$ cat src/rtl/sr595_pkg.sv
// Shared types and constants for the 74HC595 chain driver.
package sr595_pkg;

    localparam int CHIP_BITS = 8;
    localparam int DUTY_W    = 8;

    typedef enum logic [1:0] {
        IDLE  = 2'd0,
        SHIFT = 2'd1,
        LATCH = 2'd2
    } sr595_state_e;

endpackage

$ cat src/rtl/sr595_tick_gen.sv
// Serial tick divider: pulses tick once every CLK_DIV enabled clk cycles.
module sr595_tick_gen #(
    parameter int CLK_DIV = 6000
) (
    input  logic clk,
    input  logic rst_n,
    input  logic enable,
    input  logic clear,
    output logic tick
);

    localparam int CNT_W = (CLK_DIV > 1) ? $clog2(CLK_DIV) : 1;
    localparam logic [CNT_W-1:0] CNT_LAST = CNT_W'(CLK_DIV - 1);

    logic [CNT_W-1:0] cnt_r;

    // Divider count: restarts on frame accept, advances only while a frame is in flight
    always_ff @(posedge clk or negedge rst_n) begin
        if (!rst_n) begin
            cnt_r <= {CNT_W{1'b0}};
        end else if (clear) begin
            cnt_r <= {CNT_W{1'b0}};
        end else if (enable) begin
            if (cnt_r == CNT_LAST) begin
                cnt_r <= {CNT_W{1'b0}};
            end else begin
                cnt_r <= cnt_r + CNT_W'(1);
            end
        end
    end

    assign tick = enable && (cnt_r == CNT_LAST);

endmodule

$ cat src/rtl/sr595_chain_driver.sv
// Serialises a parallel frame into a chain of 74HC595 shift registers and latches it.
// Optional brightness PWM on OE# is enabled by defining SR595_DIMMING_EN.
module sr595_chain_driver
    import sr595_pkg::*;
#(
    parameter int N_CHIPS   = 2,
    parameter int CLK_DIV   = 6000,
    parameter int LSB_FIRST = 1
) (
    input  logic                         clk,
    input  logic                         rst_n,
    input  logic [CHIP_BITS*N_CHIPS-1:0] i_data,
    input  logic                         i_valid,
    output logic                         o_ready,
    input  logic [DUTY_W-1:0]            i_duty,
    output logic                         o_ser,
    output logic                         o_srclk,
    output logic                         o_rclk,
    output logic                         o_oe_n
);

    localparam int W     = CHIP_BITS * N_CHIPS;
    localparam int BIT_W = $clog2(W);
    localparam logic [BIT_W-1:0] BIT_LAST = BIT_W'(W - 1);

    sr595_state_e     state_r, state_nxt_s;
    logic [W-1:0]     data_r, data_nxt_s;
    logic [BIT_W-1:0] bit_cnt_r, bit_cnt_nxt_s;
    logic             phase_r, phase_nxt_s;
    logic             ser_r, ser_nxt_s;
    logic             srclk_r, srclk_nxt_s;
    logic             rclk_r, rclk_nxt_s;
    logic             accept_s;
    logic             run_s;
    logic             tick_s;
    logic             last_bit_s;

    // Bit idx of the frame in shift order (idx 0 goes out first)
    function automatic logic pick_bit(input logic [W-1:0] frame, input logic [BIT_W-1:0] idx);
        if (LSB_FIRST != 0) begin
            pick_bit = frame[idx];
        end else begin
            pick_bit = frame[BIT_LAST - idx];
        end
    endfunction

    assign accept_s   = i_valid && (state_r == IDLE);
    assign run_s      = (state_r != IDLE);
    assign last_bit_s = (bit_cnt_r == BIT_LAST);

    sr595_tick_gen #(
        .CLK_DIV (CLK_DIV)
    ) u_tick_gen (
        .clk    (clk),
        .rst_n  (rst_n),
        .enable (run_s),
        .clear  (accept_s),
        .tick   (tick_s)
    );

    // State register
    always_ff @(posedge clk or negedge rst_n) begin
        if (!rst_n) begin
            state_r <= IDLE;
        end else begin
            state_r <= state_nxt_s;
        end
    end

    // Next-state decode: shift every bit on two ticks, then one tick of latch pulse
    always_comb begin
        state_nxt_s = state_r;
        case (state_r)
            IDLE: begin
                if (accept_s) state_nxt_s = SHIFT;
                else          state_nxt_s = IDLE;
            end
            SHIFT: begin
                if (tick_s && phase_r && last_bit_s) state_nxt_s = LATCH;
                else                                 state_nxt_s = SHIFT;
            end
            LATCH: begin
                if (tick_s) state_nxt_s = IDLE;
                else        state_nxt_s = LATCH;
            end
            default: state_nxt_s = IDLE;
        endcase
    end

    // Output/datapath decode: next values of the serial pins and frame counters
    always_comb begin
        data_nxt_s    = data_r;
        bit_cnt_nxt_s = bit_cnt_r;
        phase_nxt_s   = phase_r;
        ser_nxt_s     = ser_r;
        srclk_nxt_s   = srclk_r;
        rclk_nxt_s    = rclk_r;
        case (state_r)
            IDLE: begin
                srclk_nxt_s = 1'b0;
                rclk_nxt_s  = 1'b0;
                if (accept_s) begin
                    data_nxt_s    = i_data;
                    ser_nxt_s     = pick_bit(i_data, {BIT_W{1'b0}});
                    bit_cnt_nxt_s = {BIT_W{1'b0}};
                    phase_nxt_s   = 1'b0;
                end else begin
                    ser_nxt_s = 1'b0;
                end
            end
            SHIFT: begin
                if (tick_s && !phase_r) begin
                    srclk_nxt_s = 1'b1;
                    phase_nxt_s = 1'b1;
                end else if (tick_s) begin
                    srclk_nxt_s = 1'b0;
                    phase_nxt_s = 1'b0;
                    if (last_bit_s) begin
                        rclk_nxt_s = 1'b1;
                    end else begin
                        bit_cnt_nxt_s = bit_cnt_r + BIT_W'(1);
                        ser_nxt_s     = pick_bit(data_r, bit_cnt_r + BIT_W'(1));
                    end
                end else begin
                    srclk_nxt_s = srclk_r;
                end
            end
            LATCH: begin
                if (tick_s) begin
                    rclk_nxt_s    = 1'b0;
                    ser_nxt_s     = 1'b0;
                    bit_cnt_nxt_s = {BIT_W{1'b0}};
                end else begin
                    rclk_nxt_s = rclk_r;
                end
            end
            default: begin
                ser_nxt_s   = 1'b0;
                srclk_nxt_s = 1'b0;
                rclk_nxt_s  = 1'b0;
            end
        endcase
    end

    // Datapath and pin registers; reset discards any partially shifted frame
    always_ff @(posedge clk or negedge rst_n) begin
        if (!rst_n) begin
            data_r    <= {W{1'b0}};
            bit_cnt_r <= {BIT_W{1'b0}};
            phase_r   <= 1'b0;
            ser_r     <= 1'b0;
            srclk_r   <= 1'b0;
            rclk_r    <= 1'b0;
        end else begin
            data_r    <= data_nxt_s;
            bit_cnt_r <= bit_cnt_nxt_s;
            phase_r   <= phase_nxt_s;
            ser_r     <= ser_nxt_s;
            srclk_r   <= srclk_nxt_s;
            rclk_r    <= rclk_nxt_s;
        end
    end

    assign o_ready = (state_r == IDLE);
    assign o_ser   = ser_r;
    assign o_srclk = srclk_r;
    assign o_rclk  = rclk_r;

`ifdef SR595_DIMMING_EN
    logic [DUTY_W-1:0] pwm_cnt_r;
    logic              oe_n_r;

    // Free-running PWM: outputs lit while the counter is below the duty value
    always_ff @(posedge clk or negedge rst_n) begin
        if (!rst_n) begin
            pwm_cnt_r <= {DUTY_W{1'b0}};
            oe_n_r    <= 1'b1;
        end else begin
            pwm_cnt_r <= pwm_cnt_r + DUTY_W'(1);
            oe_n_r    <= (pwm_cnt_r >= i_duty);
        end
    end

    assign o_oe_n = oe_n_r;
`else
    logic duty_unused_s;
    assign duty_unused_s = ^i_duty;
    assign o_oe_n        = 1'b0;
`endif

endmodule

$ cat config.mk
export PLATFORM = sky130hd
export DESIGN_NAME = sr595_chain_driver
export DESIGN_NICKNAME = d
export VERILOG_FILES = /design/src/rtl/sr595_pkg.sv /design/src/rtl/sr595_tick_gen.sv /design/src/rtl/sr595_chain_driver.sv
export SDC_FILE = /design/constraint.sdc
export NUM_CORES = 1
export LEC_CHECK = 0
export ABC_CLOCK_PERIOD_IN_PS = 2800
export CORE_ASPECT_RATIO = 0.75
export CORE_UTILIZATION = 55
export CTS_BUF_LIST = sky130_fd_sc_hd__clkbuf_8
export CTS_CLUSTER_SIZE = 30
export DETAILED_ROUTE_END_ITERATION = 10
export PLACE_DENSITY = 0.81
export SLEW_MARGIN = 15
export SYNTH_ARGS = -nofsm -noshare
export SYNTH_HDL_FRONTEND = slang
export SYNTH_HIERARCHICAL = 1
export SYNTH_SLANG_ARGS = --single-unit
$ cat constraint.sdc
create_clock -name clk -period 2.8 [get_ports clk]
set_input_delay 0.56 -clock clk [delete_from_list [all_inputs] [get_ports clk]]
set_output_delay 0.56 -clock clk [all_outputs]
set_load 0.02 [all_outputs]
Word-level counts from Yosys, hierarchy flattened. Index checks and enable logic that the tools add are counted.

Add/sub/neg operators: 2. $lt $le $gt $ge: 1. Eq/ne operators: 11. Multiplexer cells: 29. Bitwise operators: 1. Reductions and logical operators: 17.

Operator list (count): 13-bit two-way mux (3); 4-bit two-way mux (5); 13-bit by 1-bit adder with 13-bit output (second input constant) (1); 13-bit == test (second input constant) (1); 1-bit two-way mux (12); 4-bit case mux with 3 select lines (1); 2-bit inequality test (second input constant) (5); 4-bit AND reduction (2); 1-bit case mux with 2 select lines (3); 2-bit case mux with 3 select lines (1); 6-bit AND reduction (1); 2-bit nonzero test (3); 1-bit logical AND (5); 4-bit by 5-bit < comparator with 1-bit output (second input constant) (1); 4-bit by 1-bit adder with 4-bit output (second input constant) (1); 1-bit binary-select mux with 4-bit select (1); 4-bit == test (second input constant) (1); 2-bit two-way mux (2); 2-bit AND reduction (2); 3-bit inequality test (second input constant) (1); 1-bit case mux with 3 select lines (1); 3-bit AND reduction (1); 3-bit nonzero test (1); 2-bit by 1-bit == test with 1-bit output (second input constant) (1); 5 further kinds (5).

Bits in registers: 39. Input bits: 27. Output and inout port bits: 5. Word-level logic and storage cells: 69.

Depth between registers and ports, before layout.
Word-level depth: 7. Mapped depth: 9. Mapped depth without buffers: 8.

By module. Netlist, hierarchy kept.

By module, submodules not included: sr595_chain_driver (instances 1, cells each 107, area each 1318.8 um^2, seq. area each 650.6 um^2); sr595_tick_gen (instances 1, cells each 78, area each 720.7 um^2, seq. area each 325.3 um^2).

Worst setup path before layout. OpenSTA, ideal clock, no wires.

Path kind: flip-flop to flip-flop. From: reg state_r[1]. To: reg u_tick_gen.cnt_r[7]. Setup time: 0.120 ns. Arrival: 2.087 ns. Required time: 2.680 ns. Slack: 0.593 ns. Cell stages (with the launch flop): 10. Path buffers: 3. Period minus slack after synthesis: 2.207 ns. Cells stage by stage: dfrtp_1 > nor2_1 > and2_1 > buf_2 > buf_2 > nor2_1 > clkbuf_1 > nor3_1 > xnor2_1 > nor2_1.

Cells in the longest elaborated chain, start to end: 3. Elaborated cells between the ends (all ways): 5. Those cells by class: mux (1); reduce/logical (4).

RTL lines: start: declaration (RTL line sr595_chain_driver.sv:26) `sr595_state_e state_r, state_nxt_s;`; start signal: assignment (RTL line sr595_chain_driver.sv:66) `state_r <= state_nxt_s;`; 2-bit logical NOT (*); net o_ready (RTL line sr595_chain_driver.sv:14) `output logic o_ready,`; 1-bit logical AND (*) (RTL line sr595_chain_driver.sv:47) `assign accept_s = i_valid && (state_r == IDLE);`; net accept_s (RTL line sr595_chain_driver.sv:33) `logic accept_s;`; 13-bit two-way mux or 2-bit nonzero test (tied branches); end signal: assignment (RTL line sr595_tick_gen.sv:20) `cnt_r <= {CNT_W{1'b0}};`; end signal: assignment (RTL line sr595_tick_gen.sv:22) `cnt_r <= {CNT_W{1'b0}};`; end signal: assignment (RTL line sr595_tick_gen.sv:25) `cnt_r <= {CNT_W{1'b0}};`; end: declaration (RTL line sr595_tick_gen.sv:15) `logic [CNT_W-1:0] cnt_r;`.

Mark *: on every way through the listed nets, which the timed path passes. The rest lies on a longest branch. A chain may end at the register's enable or synchronous reset.

Worst setup path in the final report.
From: reg state_r[1]. To: out o_ready.

Cells in the longest elaborated chain, start to end: 1.

RTL lines: 2-bit logical NOT (RTL line sr595_chain_driver.sv:164) `assign o_ready = (state_r == IDLE);`; end: declaration (RTL line sr595_chain_driver.sv:14).

No other way between the ends.

==> run metrics <==
global router's overall resource usage=23.23%; worst setup margin=0.4433 ns; unique cell type count in the Yosys netlist=46; Hold Path Class=primary input to asynchronous set/reset pin; buffer depth of the longest clock path=2; Final Util=69.33%; number of synthesized flops with an enable pin=0; outcome=completed; vias post-DR=1,547; final setup vio count=0; CTS tree=yes; initial antenna violation count=0; Setup Fix Bufs, Post-CTS=0; top cell type's share of synthesized area=47.85%; Residual DRC=0; Synth area leaders=dfrtp_1 (48%), mux2_1 (8.8%), mux4_1 (5.2%), nand2_1 (3.1%), nor2_1 (2.8%); fill count=248; Diodes inserted=0; Avg WL per Cell=15.33 µm; Mapped Avg Cell Area=11.02 µm²; cts repair resizes=0; Max-Slew Margin vs Limit=45.02%; VDD IR max=0.0003559 V; final instance area=2374 µm²; First-pass DRT Iterations=4; Seq/Total Area, Yosys=47.85%; die height=54.74 µm; gr ovfl total=0; Crit Path Category=flip-flop to primary output; FP Rows=18; most area-hungry cell type in the Yosys netlist=dfrtp_1; RSZ-0062 raised after global routing=false; Reg2Reg Depth=7; Die ar.=3958 µm²; CP Max Fanout=15; Worst Skew=0.002332 ns; ys flop type=dfrtp_1; Power Density=517.8 nW/µm²; IO Pins=32; mapped cell area=2039 µm²; R2R setup slack=0.58 ns; synthesized flop and latch total=39; Leak=1.034 nW; r2r endpoint=o_ser; Worst Tran Pin Value=0.8247 ns; largest net degree at the start of global routing=40; Final period util=84.17%; Slew Viols, Final=0; Place WS=0.5942 ns; Max Cap Viol=0; CTS root buffer=clkbuf_8; post-route ant nets=0; number of instances in the placed design=252; Cell Area, Placed=2292 µm²; Placer Congestion=0.8309; Synth Warn #=6; Post-Syn Instances=185; fraction of registers with async set or reset after synthesis=100.0%; initial cell density of the core=59.58%; vias in the first global route=1,468; # clock sinks=39; vias per cell=5.950; core area=3423 µm²; CTS clk-pin slew, worst paths=0.07 ns; Final Power=1.229 mW; first-pass GRT wire length=6.810 mm; Worst EP required=2.24 ns; Tmin final=2.357 ns; crit path to=o_ready; CTS H-tree depth=2; Critical Path Start=state_r[1]; area grow syn2layout=16.38%; port bufs=22; Synthesized Nets=214; Hold Fails Final Rpt=0; setup TNS=0 ns; die width=72.32 µm; clk_lat worst skew=0.29 ns; register area=975.9 µm²; final std cells w/o fill=260; hold buffer count at CTS=0; Multi-input gate area=1001 µm²; post-layout net count=238; worst r2r src=u_tick_gen/cnt_r[5]; worst hold margin=0.3649 ns; Achievable Freq=424.3 MHz; final WL=3.985 mm; Detailed Place HPWL=2.982 mm; Iteration-0 DRC Markers=79; Worst Setup End Kind=primary output; layout cells sized above 1=6.667%; CP startpoint kind=flip-flop; Critical Path AT=1.80 ns; Num CTS Buffers=5
-- metal layers --
metal  up-vias  global-route usage (%)  part of all wire, %
met5         -                       0                    0
met1       781                   31.08                   48
met2        31                   38.79                   47
met3         5                   4.420                  3.7
met4         0                   7.843                 0.98
li1        730                       -                    -
-- placed cells by master, fill, tap and decap left out, types with 2 or more instances in the layout --
master and instances:
a32oi_1 3, and3_1 3, buf_4 3, clkbuf_8 5
clkdlybuf4s50_1 21, dfrtp_1 39, ha_1 2, inv_1 6
mux2_1 16, mux2i_1 4, mux4_1 4, nand2_1 17
nand3_1 8, nand4_1 3, nor2_1 15, nor3_1 5
nor4_1 3, o211ai_1 4, o21ai_0 9, o2bb2ai_1 3
o31a_1 3, o31ai_1 2, or3_1 2, xnor2_1 6
xor2_1 2
-- power by group --
| part | internal, mW | switching (mW) |
|---|---|---|
| Sequential | 0.632 | 0.0697 |
| Clock | 0.167 | 0.180 |
| Combinational | 0.102 | 0.0794 |
-- worst max-delay path, stage by stage (launching register included) --
cell and delay, ns:
dfrtp_1 0.52, nor2_1 0.32, clkdlybuf4s50_1 0.66
-- registers in the layout (all words and copies together), names as in the netlist --
register	count
o_rclk	1
phase_r	1
o_ser	1
o_srclk	1
state_r	2
data_r	16
u_tick_gen/cnt_r	13
bit_cnt_r	4
-- cell usage after synthesis, types with 2 or more instances --
library cell / number
clkbuf_1: 3
buf_2: 2
o31ai_1: 2
a32oi_1: 3
nand3_1: 8
o2bb2ai_1: 3
o211ai_1: 4
nor4_1: 3
nor3_1: 5
xor2_1: 2
and3_1: 3
mux4_1: 4
mux2i_1: 4
nand4_1: 3
nand2_1: 17
ha_1: 2
nor2_1: 15
mux2_1: 16
inv_1: 4
or3_1: 2
xnor2_1: 6
buf_4: 2
o31a_1: 3
dfrtp_1: 39
o21ai_0: 9
-- worst min path at each step --
stage          startpoint             endpoint  slack, ns  cells after the start
6_report            rst_n         bit_cnt_r[2]       0.36                      1
5_1_grt             rst_n            data_r[9]       0.45                      1
4_1_cts             rst_n  u_tick_gen/cnt_r[9]       0.40                      1
3_5_place_dp    data_r[1]            data_r[1]       0.48                      1
3_3_place_gp    data_r[5]            data_r[5]       0.46                      1
2_1_floorplan       rst_n         bit_cnt_r[0]       0.26                      0
-- cell families after synthesis --
| logic type | after synthesis | share of synthesized area (%) |
|---|---|---|
| compound gates | 32 | 11.35 |
| xor+xnor | 8 | 3.436 |
| fa+ha+maj | 2 | 1.227 |
| buf+inv | 12 | 3.067 |
| flops | 39 | 47.85 |
| mux | 25 | 16.50 |
| other cells | 1 | 0.1839 |
| simple gates | 66 | 16.38 |
-- area by class of cell --
cell class,count,share of cell area (%)
clock buffers,5,2.899
clock inverters,3,0.5271
inverters,4,0.6326
multi-input cells,134,42.17
flip-flops and latches,39,41.12
well taps,50,2.636
repair buffers,25,10.02
Note: power is estimated with default switching activity, not from simulation.
